--- src/rtl/pipe_skid_reg_pkg.sv ---
// Shared pipeline definitions: the skid-stage state encoding and the
// control-field widths carried between the EX/MEM/WB stages.
package pipe_skid_reg_pkg;

    typedef enum logic [1:0] {
        ST_EMPTY = 2'd0,
        ST_ONE   = 2'd1,
        ST_TWO   = 2'd2
    } skid_state_e;

    localparam int MEM_CTRL_W = 2;
    localparam int WB_CTRL_W  = 2;
    localparam int EX_CTRL_W  = MEM_CTRL_W + WB_CTRL_W;

    // The state encoding doubles as the held-entry count.
    function automatic logic [1:0] state_occupancy(input skid_state_e s);
        return logic'(s[1]) ? 2'd2 : {1'b0, s[0]};
    endfunction

endpackage

--- src/rtl/pipe_skid_reg_entry.sv ---
// One pipeline entry: {valid, ctrl, data} register with load and clear.
// Clear drops valid and ctrl but leaves the payload bits in place.
module pipe_entry
    import pipe_skid_reg_pkg::*;
#(
    parameter int WIDTH  = 32,
    parameter int CTRL_W = 4
) (
    input  logic              clk,
    input  logic              rst,
    input  logic              load,
    input  logic              clear,
    input  logic [CTRL_W-1:0] d_ctrl,
    input  logic [WIDTH-1:0]  d_data,
    output logic              q_valid,
    output logic [CTRL_W-1:0] q_ctrl,
    output logic [WIDTH-1:0]  q_data
);

    logic              valid_q, valid_d;
    logic [CTRL_W-1:0] ctrl_q, ctrl_d;
    logic [WIDTH-1:0]  data_q, data_d;

    always_comb begin
        valid_d = valid_q;
        ctrl_d  = ctrl_q;
        data_d  = data_q;
        if (clear) begin
            valid_d = 1'b0;
            ctrl_d  = '0;
        end else if (load) begin
            valid_d = 1'b1;
            ctrl_d  = d_ctrl;
            data_d  = d_data;
        end
    end

    always_ff @(posedge clk or negedge rst) begin
        if (!rst) begin
            valid_q <= 1'b0;
            ctrl_q  <= '0;
            data_q  <= '0;
        end else begin
            valid_q <= valid_d;
            ctrl_q  <= ctrl_d;
            data_q  <= data_d;
        end
    end

    assign q_valid = valid_q;
    assign q_ctrl  = ctrl_q;
    assign q_data  = data_q;

endmodule

--- src/rtl/pipe_skid_reg.sv ---
// Elastic pipeline register: head entry drives the outputs, an optional skid
// entry absorbs one extra item so in_ready can come from a flop.
module pipe_skid_reg
    import pipe_skid_reg_pkg::*;
#(
    parameter int WIDTH  = 32,
    parameter int CTRL_W = 4,
    parameter int SKID   = 1
) (
    input  logic              clk,
    input  logic              rst,
    input  logic              flush,
    input  logic              stall,
    input  logic              in_valid,
    output logic              in_ready,
    input  logic [CTRL_W-1:0] in_ctrl,
    input  logic [WIDTH-1:0]  in_data,
    output logic              out_valid,
    input  logic              out_ready,
    output logic [CTRL_W-1:0] out_ctrl,
    output logic [WIDTH-1:0]  out_data,
    output logic [1:0]        occupancy
);

    // Handshake: an item moves only when valid & ready are both high on a
    // rising edge with stall and flush low; flush beats everything.

    skid_state_e       state_q, state_d;
    logic              in_ready_q, in_ready_d;
    logic              push, pop;

    logic              head_load, head_clear;
    logic [CTRL_W-1:0] head_ctrl_d;
    logic [WIDTH-1:0]  head_data_d;
    logic              head_valid;
    logic [CTRL_W-1:0] head_ctrl;
    logic [WIDTH-1:0]  head_data;

    logic              skid_load, skid_clear;
    logic              skid_valid;
    logic [CTRL_W-1:0] skid_ctrl;
    logic [WIDTH-1:0]  skid_data;

    assign push = in_valid & in_ready_q & ~stall & ~flush;
    assign pop  = head_valid & out_ready & ~stall & ~flush;

    always_comb begin
        state_d     = state_q;
        head_load   = 1'b0;
        head_clear  = 1'b0;
        skid_load   = 1'b0;
        skid_clear  = 1'b0;
        head_ctrl_d = in_ctrl;
        head_data_d = in_data;
        if (flush) begin
            head_clear = 1'b1;
            skid_clear = 1'b1;
            state_d    = ST_EMPTY;
        end else begin
            case (state_q)
                ST_EMPTY: begin
                    if (push) begin
                        head_load = 1'b1;
                        state_d   = ST_ONE;
                    end
                end
                ST_ONE: begin
                    if (push && pop) begin
                        head_load = 1'b1;
                    end else if (push && SKID != 0) begin
                        skid_load = 1'b1;
                        state_d   = ST_TWO;
                    end else if (pop) begin
                        head_clear = 1'b1;
                        state_d    = ST_EMPTY;
                    end
                end
                ST_TWO: begin
                    if (pop) begin
                        head_load   = 1'b1;
                        head_ctrl_d = skid_ctrl;
                        head_data_d = skid_data;
                        skid_clear  = 1'b1;
                        state_d     = ST_ONE;
                    end
                end
                default: begin
                    head_clear = 1'b1;
                    skid_clear = 1'b1;
                    state_d    = ST_EMPTY;
                end
            endcase
        end
        // Ready is a function of the next state only, never of out_ready.
        if (SKID != 0) in_ready_d = (state_d != ST_TWO);
        else           in_ready_d = (state_d == ST_EMPTY);
    end

    always_ff @(posedge clk or negedge rst) begin
        if (!rst) begin
            state_q    <= ST_EMPTY;
            in_ready_q <= 1'b0;
        end else begin
            state_q    <= state_d;
            in_ready_q <= in_ready_d;
        end
    end

    pipe_entry #(.WIDTH(WIDTH), .CTRL_W(CTRL_W)) u_head (
        .clk     (clk),
        .rst     (rst),
        .load    (head_load),
        .clear   (head_clear),
        .d_ctrl  (head_ctrl_d),
        .d_data  (head_data_d),
        .q_valid (head_valid),
        .q_ctrl  (head_ctrl),
        .q_data  (head_data)
    );

    generate
        if (SKID != 0) begin : g_skid
            pipe_entry #(.WIDTH(WIDTH), .CTRL_W(CTRL_W)) u_skid (
                .clk     (clk),
                .rst     (rst),
                .load    (skid_load),
                .clear   (skid_clear),
                .d_ctrl  (in_ctrl),
                .d_data  (in_data),
                .q_valid (skid_valid),
                .q_ctrl  (skid_ctrl),
                .q_data  (skid_data)
            );
        end else begin : g_no_skid
            logic unused_skid_ctl;
            assign unused_skid_ctl = skid_load | skid_clear;
            assign skid_valid = 1'b0;
            assign skid_ctrl  = '0;
            assign skid_data  = '0;
        end
    endgenerate

    // Occupancy is tracked by the state; the skid valid bit is redundant.
    logic unused_skid_valid;
    assign unused_skid_valid = skid_valid;

    assign in_ready  = in_ready_q;
    assign out_valid = head_valid;
    assign out_ctrl  = head_ctrl;
    assign out_data  = head_data;
    assign occupancy = state_occupancy(state_q);

endmodule

--- config.mk ---
export PLATFORM = sky130hd
export DESIGN_NAME = pipe_skid_reg
export DESIGN_NICKNAME = d
export VERILOG_FILES = /design/src/rtl/pipe_skid_reg_pkg.sv /design/src/rtl/pipe_skid_reg_entry.sv /design/src/rtl/pipe_skid_reg.sv
export SDC_FILE = /design/constraint.sdc
export NUM_CORES = 1
export LEC_CHECK = 0
export BUFFER_PORTS_ARGS = -buffer_cell sky130_fd_sc_hd__buf_2
export CORE_ASPECT_RATIO = 2
export CORE_MARGIN = 2
export CORE_UTILIZATION = 48
export DETAILED_ROUTE_END_ITERATION = 8
export PLACE_DENSITY = 0.75
export SYNTH_ARGS = -nofsm -noshare
export SYNTH_HDL_FRONTEND = slang
export SYNTH_SLANG_ARGS = --single-unit
--- constraint.sdc ---
create_clock -name clk -period 2 [get_ports clk]
set_input_delay 0.1 -clock clk [delete_from_list [all_inputs] [get_ports clk]]
set_output_delay 0.1 -clock clk [all_outputs]
set_load 0.005 [all_outputs]
==> results of run 1 <==
-- worst max path at each step --
stage,startpoint,endpoint,slack [ns]
6_report,u_head.q_valid$_DFFE_PN0P_,u_head.q_data[16]$_DFFE_PN0P_,0.08
3_3_place_gp,u_head.q_valid$_DFFE_PN0P_,u_head.q_data[13]$_DFFE_PN0P_,-0.07
3_5_place_dp,u_head.q_valid$_DFFE_PN0P_,u_head.q_data[6]$_DFFE_PN0P_,-0.16
2_1_floorplan,state_q[0]$_DFF_PN0_,u_head.q_data[10]$_DFFE_PN0P_,0.01
5_1_grt,u_head.q_valid$_DFFE_PN0P_,u_head.q_data[21]$_DFFE_PN0P_,-0.02
4_1_cts,state_q[1]$_DFF_PN0_,g_skid.u_skid.q_data[6]$_DFFE_PN0P_,0.09
-- sequential cells by signal, summed over array words and instances (netlist names) --
signal / count
g_skid.u_skid.q_ctrl: 4
g_skid.u_skid.q_data: 32
in_ready: 1
state_q: 2
u_head.q_ctrl: 4
u_head.q_data: 32
u_head.q_valid: 1
-- metrics by stage --
step	utilization [%]	total power [W]	TNS (ns)
after floorplan	-	0.00248	0
after global placement	56.8	0.00279	-2.25
after detailed placement	56.8	0.00284	-4.87
after CTS	62.1	0.00472	0
after global routing	62.7	0.00489	-0.383
final	62.7	0.00466	0
-- power by group through the flow --
stage / logic, W / registers [W] / clock network (W)
finish: 0.000750 / 0.00206 / 0.00186
global route: 0.000830 / 0.00210 / 0.00196
CTS: 0.000764 / 0.00206 / 0.00190
detailed placement: 0.000755 / 0.00209 / 0
global placement: 0.000726 / 0.00206 / 0
floorplan: 0.000413 / 0.00207 / 0
-- worst max-delay path, cell delays in order (launching register included) --
cell and delay [ns]:
dfrtp_1 0.36, nand2_2 0.10, a211oi_1 0.64, o21ai_4 0.34
mux2_2 0.36
-- layer usage --
metal	vias up	track usage (%)	part of all wire (%)
li1	1035	-	-
met1	1095	21.7	41
met2	74	29.2	52
met3	9	4.50	5.2
met4	0	6.63	1.9
met5	-	0	0
-- timing repair --
| action | CTS | global route |
|---|---|---|
| endpoints found under the hold margin | 63 | 0 |
| pin swaps | 1 | 0 |
| gates resized for setup | 1 | 0 |
| setup buffers | 0 | 2 |
| setup endpoints to repair | 33 | 8 |
| cloned | 1 | 1 |
| hold buffers | 1 | 0 |
-- final cells by class --
type,count,area [µm²],share of cell area (%)
Timing Repair Buffer,97,586,13.1
Sequential cell,76,1900,42.4
Clock inverter,6,111,2.48
Clock buffer,10,239,5.33
Tap cell,92,115,2.57
Multi-Input combinational cell,140,1520,34.0
Inverter,2,7.51,0.167
-- placed cells by master (no fill, tap or decap), types with 3 or more instances in the layout --
cell type  instances
buf_2             80
dfrtp_1           76
mux2_2            70
mux2_4            26
buf_4             12
clkbuf_16         10
a22o_1             4
mux2i_1            4
o2bb2ai_1          4
nor2_1             3
a21oi_1            3
bufinv_16          3
buf_12             3
-- cells by family after synthesis --
| family | synth area share, % |
|---|---|
| buffers and inverters | 3.84 |
| AO/OA/AOI/OAI | 4.34 |
| flip-flops | 54.0 |
| multiplexers | 34.6 |
| AND/OR/NAND/NOR | 2.92 |
| XOR/XNOR | 0.249 |
==> impl_metrics.env, run 1 <==
export IMPL_outcome="completed"
export IMPL_worstPathMaxFanout=19
export IMPL_globalplace_congestion=0.757
export IMPL_setup_slack_ns=0.0784
export IMPL_hold_path_class="input pin to flip-flop"
export IMPL_cts_root_buf="clkbuf_16"
export IMPL_r2r_slack_ns=0.08
export IMPL_tightestPinTransition_ns=0.800
export IMPL_place_inst=402
export IMPL_drive_gt1_share_pct=65.0
export IMPL_cp_arrival_ns=2.13
export IMPL_max_cap_violations=0
export IMPL_avgSynthCellArea_um2=15.2
export IMPL_numCtsBuffers=9
export IMPL_r2r_start="u_head.q_valid$_DFFE_PN0P_"
export IMPL_drt_vias_per_instance=5.23
export IMPL_final_fill_count=557
export IMPL_r2r_end="u_head.q_data[16]$_DFFE_PN0P_"
export IMPL_yosys_warnings=0
export IMPL_yosysTopAreaCell="dfrtp_1"
export IMPL_critPathKind="flip-flop to flip-flop"
export IMPL_drt_pass1_iter_count=4
export IMPL_routed_wl_mm=6.72
export IMPL_cts_clk_slew_worst_paths_ns=0.06
export IMPL_stdcell_area_mm2=0.00448
export IMPL_syn_inst=231
export IMPL_wl_per_cell_um=15.9
export IMPL_drc=0
export IMPL_clock_sinks=76
export IMPL_internal_power_w=0.00361
export IMPL_synthTopCellsByCount="dfrtp_1 (76), mux2_2 (70), mux2_4 (26), buf_2 (6)"
export IMPL_power_switching_w=0.00105
export IMPL_syn_area_mm2=0.00352
export IMPL_place_ws_ns=-0.161
export IMPL_io_pins=82
export IMPL_min_path_cells=2
export IMPL_antenna_found_initial=0
export IMPL_num_vias=2213
export IMPL_worst_hold_slack_ns=0.0160
export IMPL_hold_viol_final=0
export IMPL_rows=44
export IMPL_ys_async_sr_fraction_pct=100
export IMPL_finClkSkew_ns=0.00360
export IMPL_power_frac_comb_pct=16.1
export IMPL_cts_tree="built"
export IMPL_pwr_density_cell_mw_per_mm2=1040
export IMPL_reg2reg_depth=4
export IMPL_track_usage_pct=17.5
export IMPL_setup_viol_count_final=0
export IMPL_initial_core_util_pct=49.2
export IMPL_synth_ff_type="dfrtp_1"
export IMPL_fin_nets=368
export IMPL_ir_drop_v=0.000609
export IMPL_post_dp_hpwl_mm=4.37
export IMPL_grt_max_degree=66
export IMPL_start_kind="flip-flop"
export IMPL_portBuffers=81
export IMPL_synthToLayoutAreaGrowth_pct=27.4
export IMPL_detail_route_antenna_nets=0
export IMPL_whs_endpoint="g_skid.u_skid.q_data[12]$_DFFE_PN0P_"
export IMPL_syn_nets=273
export IMPL_synth_most_common_cell="dfrtp_1"
export IMPL_synth_distinct_cells=34
export IMPL_grt_ovfl_total=0
export IMPL_period_minus_slack_ns=1.92
export IMPL_die_width_um=64.6
export IMPL_die_h_um=125
export IMPL_swShare_pct=22.5
export IMPL_coreArea_mm2=0.00716
export IMPL_ys_top_cells_by_area="dfrtp_1 (54%), mux2_2 (22%), mux2_4 (11%)"
export IMPL_critPathCaptureType="flip-flop"
export IMPL_dpl_cell_area_mm2=0.00407
export IMPL_required_ns=2.21
export IMPL_final_cells=423
export IMPL_drtIter0Drc=58
export IMPL_grt_pass1_wl_mm=11.0
export IMPL_hp_start="in_data[12]"
export IMPL_ys_seq_elements=76
export IMPL_min_period_over_period_pct=96.1
export IMPL_h_tree_depth=3
export IMPL_p_leak_nw=2.25
export IMPL_drv_slew=0
export IMPL_synth_edf_count=0
export IMPL_antennaDiodeCount=0
export IMPL_clock_power_share_pct=39.8
export IMPL_clk_path_buf_depth=2
export IMPL_slew_headroom_pct=46.7
export IMPL_dieArea_mm2=0.00808
export IMPL_grt_pass1_vias=2288
export IMPL_max_freq_ghz=0.520
export IMPL_netlist_area_leader_share_pct=54.0
export IMPL_synth_seq_area_share_pct=54.0
export IMPL_power_frac_seq_pct=44.1
export IMPL_clk_latency_ns=0.33
No activity file was read; power rests on OpenSTA's default activity.
==> run 2: changes to the inputs <==
- RECOVER_POWER: not set -> 100
==> run 2 against run 1 <==
Largest power group unchanged. The run now ends with capacitance limit, slew limit left. Maximum frequency grew 0.28%. Clock skew about the same. Largest cell class unchanged. Clock-buffer cell count did not move. Highest routed layer unchanged. Clock power about the same. Worst setup slack better by 0.0054 ns. Global-route usage is the same. Register-to-register slack hardly changed. Critical path type unchanged. First-iteration DRC count is 14% lower.
==> impl_metrics.env, run 2 (synthesis gave the netlist of run 1 again) <==
export IMPL_period_minus_slack_ns=1.92
export IMPL_tns_ns=0
export IMPL_power_switching_w=0.00105
export IMPL_grt_pass1_wl_mm=11.0
export IMPL_coreArea_mm2=0.00716
export IMPL_clk_latency_ns=0.33
export IMPL_power_frac_seq_pct=44.3
export IMPL_whs_endpoint="g_skid.u_skid.q_ctrl[0]$_DFFE_PN0P_"
export IMPL_max_cap_violations=1
export IMPL_num_vias=2215
export IMPL_antenna_found_initial=0
export IMPL_outcome="complete, but fails checks"
export IMPL_initial_core_util_pct=49.2
export IMPL_min_period_over_period_pct=95.8
export IMPL_cp_arrival_ns=2.13
export IMPL_clock_sinks=76
export IMPL_rows=44
export IMPL_clk_path_buf_depth=2
export IMPL_start_kind="flip-flop"
export IMPL_cts_clk_slew_worst_paths_ns=0.06
export IMPL_die_width_um=64.6
export IMPL_cts_root_buf="clkbuf_16"
export IMPL_swShare_pct=22.7
export IMPL_r2r_slack_ns=0.08
export IMPL_violations="capacitance limit, slew limit"
export IMPL_antennaDiodeCount=0
export IMPL_numCtsBuffers=9
export IMPL_detail_route_antenna_nets=0
export IMPL_globalplace_congestion=0.757
export IMPL_fin_nets=368
export IMPL_portBuffers=81
export IMPL_setup_viol_count_final=0
export IMPL_slew_headroom_pct=-3.85
export IMPL_drive_gt1_share_pct=61.6
export IMPL_synthToLayoutAreaGrowth_pct=26.7
export IMPL_grt_max_degree=66
export IMPL_place_ws_ns=-0.161
export IMPL_r2r_start="u_head.q_valid$_DFFE_PN0P_"
export IMPL_cts_tree="built"
export IMPL_reg2reg_depth=4
export IMPL_ir_drop_v=0.000604
export IMPL_grt_pass1_vias=2288
export IMPL_pwr_density_cell_mw_per_mm2=1040
export IMPL_worst_hold_slack_ns=0.0158
export IMPL_track_usage_pct=17.5
export IMPL_hold_viol_final=0
export IMPL_setup_slack_ns=0.0838
export IMPL_r2r_end="u_head.q_data[16]$_DFFE_PN0P_"
export IMPL_critPathCaptureType="flip-flop"
export IMPL_dieArea_mm2=0.00808
export IMPL_min_path_cells=2
export IMPL_total_power_w=0.00465
export IMPL_routed_wl_mm=6.72
export IMPL_post_dp_hpwl_mm=4.37
export IMPL_p_leak_nw=2.22
export IMPL_final_cell_mix="dfrtp_1 (76), buf_2 (71), mux2_2 (70)"
export IMPL_drt_vias_per_instance=5.24
export IMPL_grt_ovfl_total=0
export IMPL_drv_slew=66
export IMPL_critPathKind="flip-flop to flip-flop"
export IMPL_die_h_um=125
export IMPL_dpl_cell_area_mm2=0.00407
export IMPL_required_ns=2.21
export IMPL_h_tree_depth=3
export IMPL_clock_power_share_pct=39.9
export IMPL_finClkSkew_ns=0.00389
export IMPL_drt_pass1_iter_count=4
export IMPL_internal_power_w=0.00360
export IMPL_final_common_cell="dfrtp_1"
export IMPL_final_fill_count=569
export IMPL_max_freq_ghz=0.522
export IMPL_worstPathMaxFanout=19
export IMPL_hold_path_class="input pin to flip-flop"
export IMPL_wl_per_cell_um=15.9
export IMPL_power_frac_comb_pct=15.8
export IMPL_drc=0
export IMPL_drtIter0Drc=50
export IMPL_tightestPinTransition_ns=1.56
export IMPL_io_pins=82
export IMPL_stdcell_area_mm2=0.00446
export IMPL_hp_start="in_ctrl[0]"
run 2: cell count changes in the layout (fill, tap and decap cells not counted), sizes merged:
cell,change
clkbuf,+15
buf,-15
run 2: repair_timing:
| action | in CTS | in global routing |
|---|---|---|
| resized for setup | 1 | 0 |
| hold endpoints to repair | 63 | 0 |
| pin swaps | 1 | 0 |
| buffers inserted | 0 | 2 |
| endpoints found under the setup margin | 33 | 8 |
| hold buffers | 1 | 0 |
| cloned | 1 | 1 |
run 2: through the flow:
step           util (%)  instances
2_1_floorplan         -        231
3_3_place_gp       56.8        402
3_5_place_dp       56.8        402
4_1_cts            62.1        420
5_1_grt            62.3        423
6_report           62.3        423
run 2: cell type report:
cell class	instances	area [µm²]	share of cell area (%)
Timing Repair Buffer	97	559	12.5
Clock inverter	6	111	2.50
Sequential cell	76	1900	42.7
Tap cell	92	115	2.58
Inverter	2	7.51	0.168
Clock buffer	10	239	5.36
Multi-Input combinational cell	140	1520	34.2
run 2: how the worst max path moves through the flow:
stage	from	end	slack, ns	cells after the start
CTS	state_q[1]$_DFF_PN0_	g_skid.u_skid.q_data[6]$_DFFE_PN0P_	0.09	6
global placement	u_head.q_valid$_DFFE_PN0P_	u_head.q_data[13]$_DFFE_PN0P_	-0.07	4
global route	u_head.q_valid$_DFFE_PN0P_	u_head.q_data[21]$_DFFE_PN0P_	-0.02	4
floorplan	state_q[0]$_DFF_PN0_	u_head.q_data[10]$_DFFE_PN0P_	0.01	7
finish	u_head.q_valid$_DFFE_PN0P_	u_head.q_data[16]$_DFFE_PN0P_	0.08	4
detailed placement	u_head.q_valid$_DFFE_PN0P_	u_head.q_data[6]$_DFFE_PN0P_	-0.16	4
run 2: metal layers:
layer / global-route usage, % / wire, µm / up-vias
met2: 29.2 / 3470 / 74
met3: 4.50 / 355 / 9
li1: - / - / 1035
met5: 0 / 0 / -
met4: 6.63 / 131 / 0
met1: 21.7 / 2760 / 1097
run 2: power groups by stage:
stage | logic, W | registers, W | clock network [W]
2_1_floorplan | 0.000413 | 0.00207 | 0
3_3_place_gp | 0.000726 | 0.00206 | 0
3_5_place_dp | 0.000755 | 0.00209 | 0
4_1_cts | 0.000764 | 0.00206 | 0.00190
5_1_grt | 0.000814 | 0.00210 | 0.00196
6_report | 0.000736 | 0.00206 | 0.00186
run 2: worst max-delay path, cell delays in order (launching register included):
cell	delay, ns
dfrtp_1	0.36
nand2_2	0.09
a211oi_1	0.64
o21ai_4	0.34
mux2_2	0.36
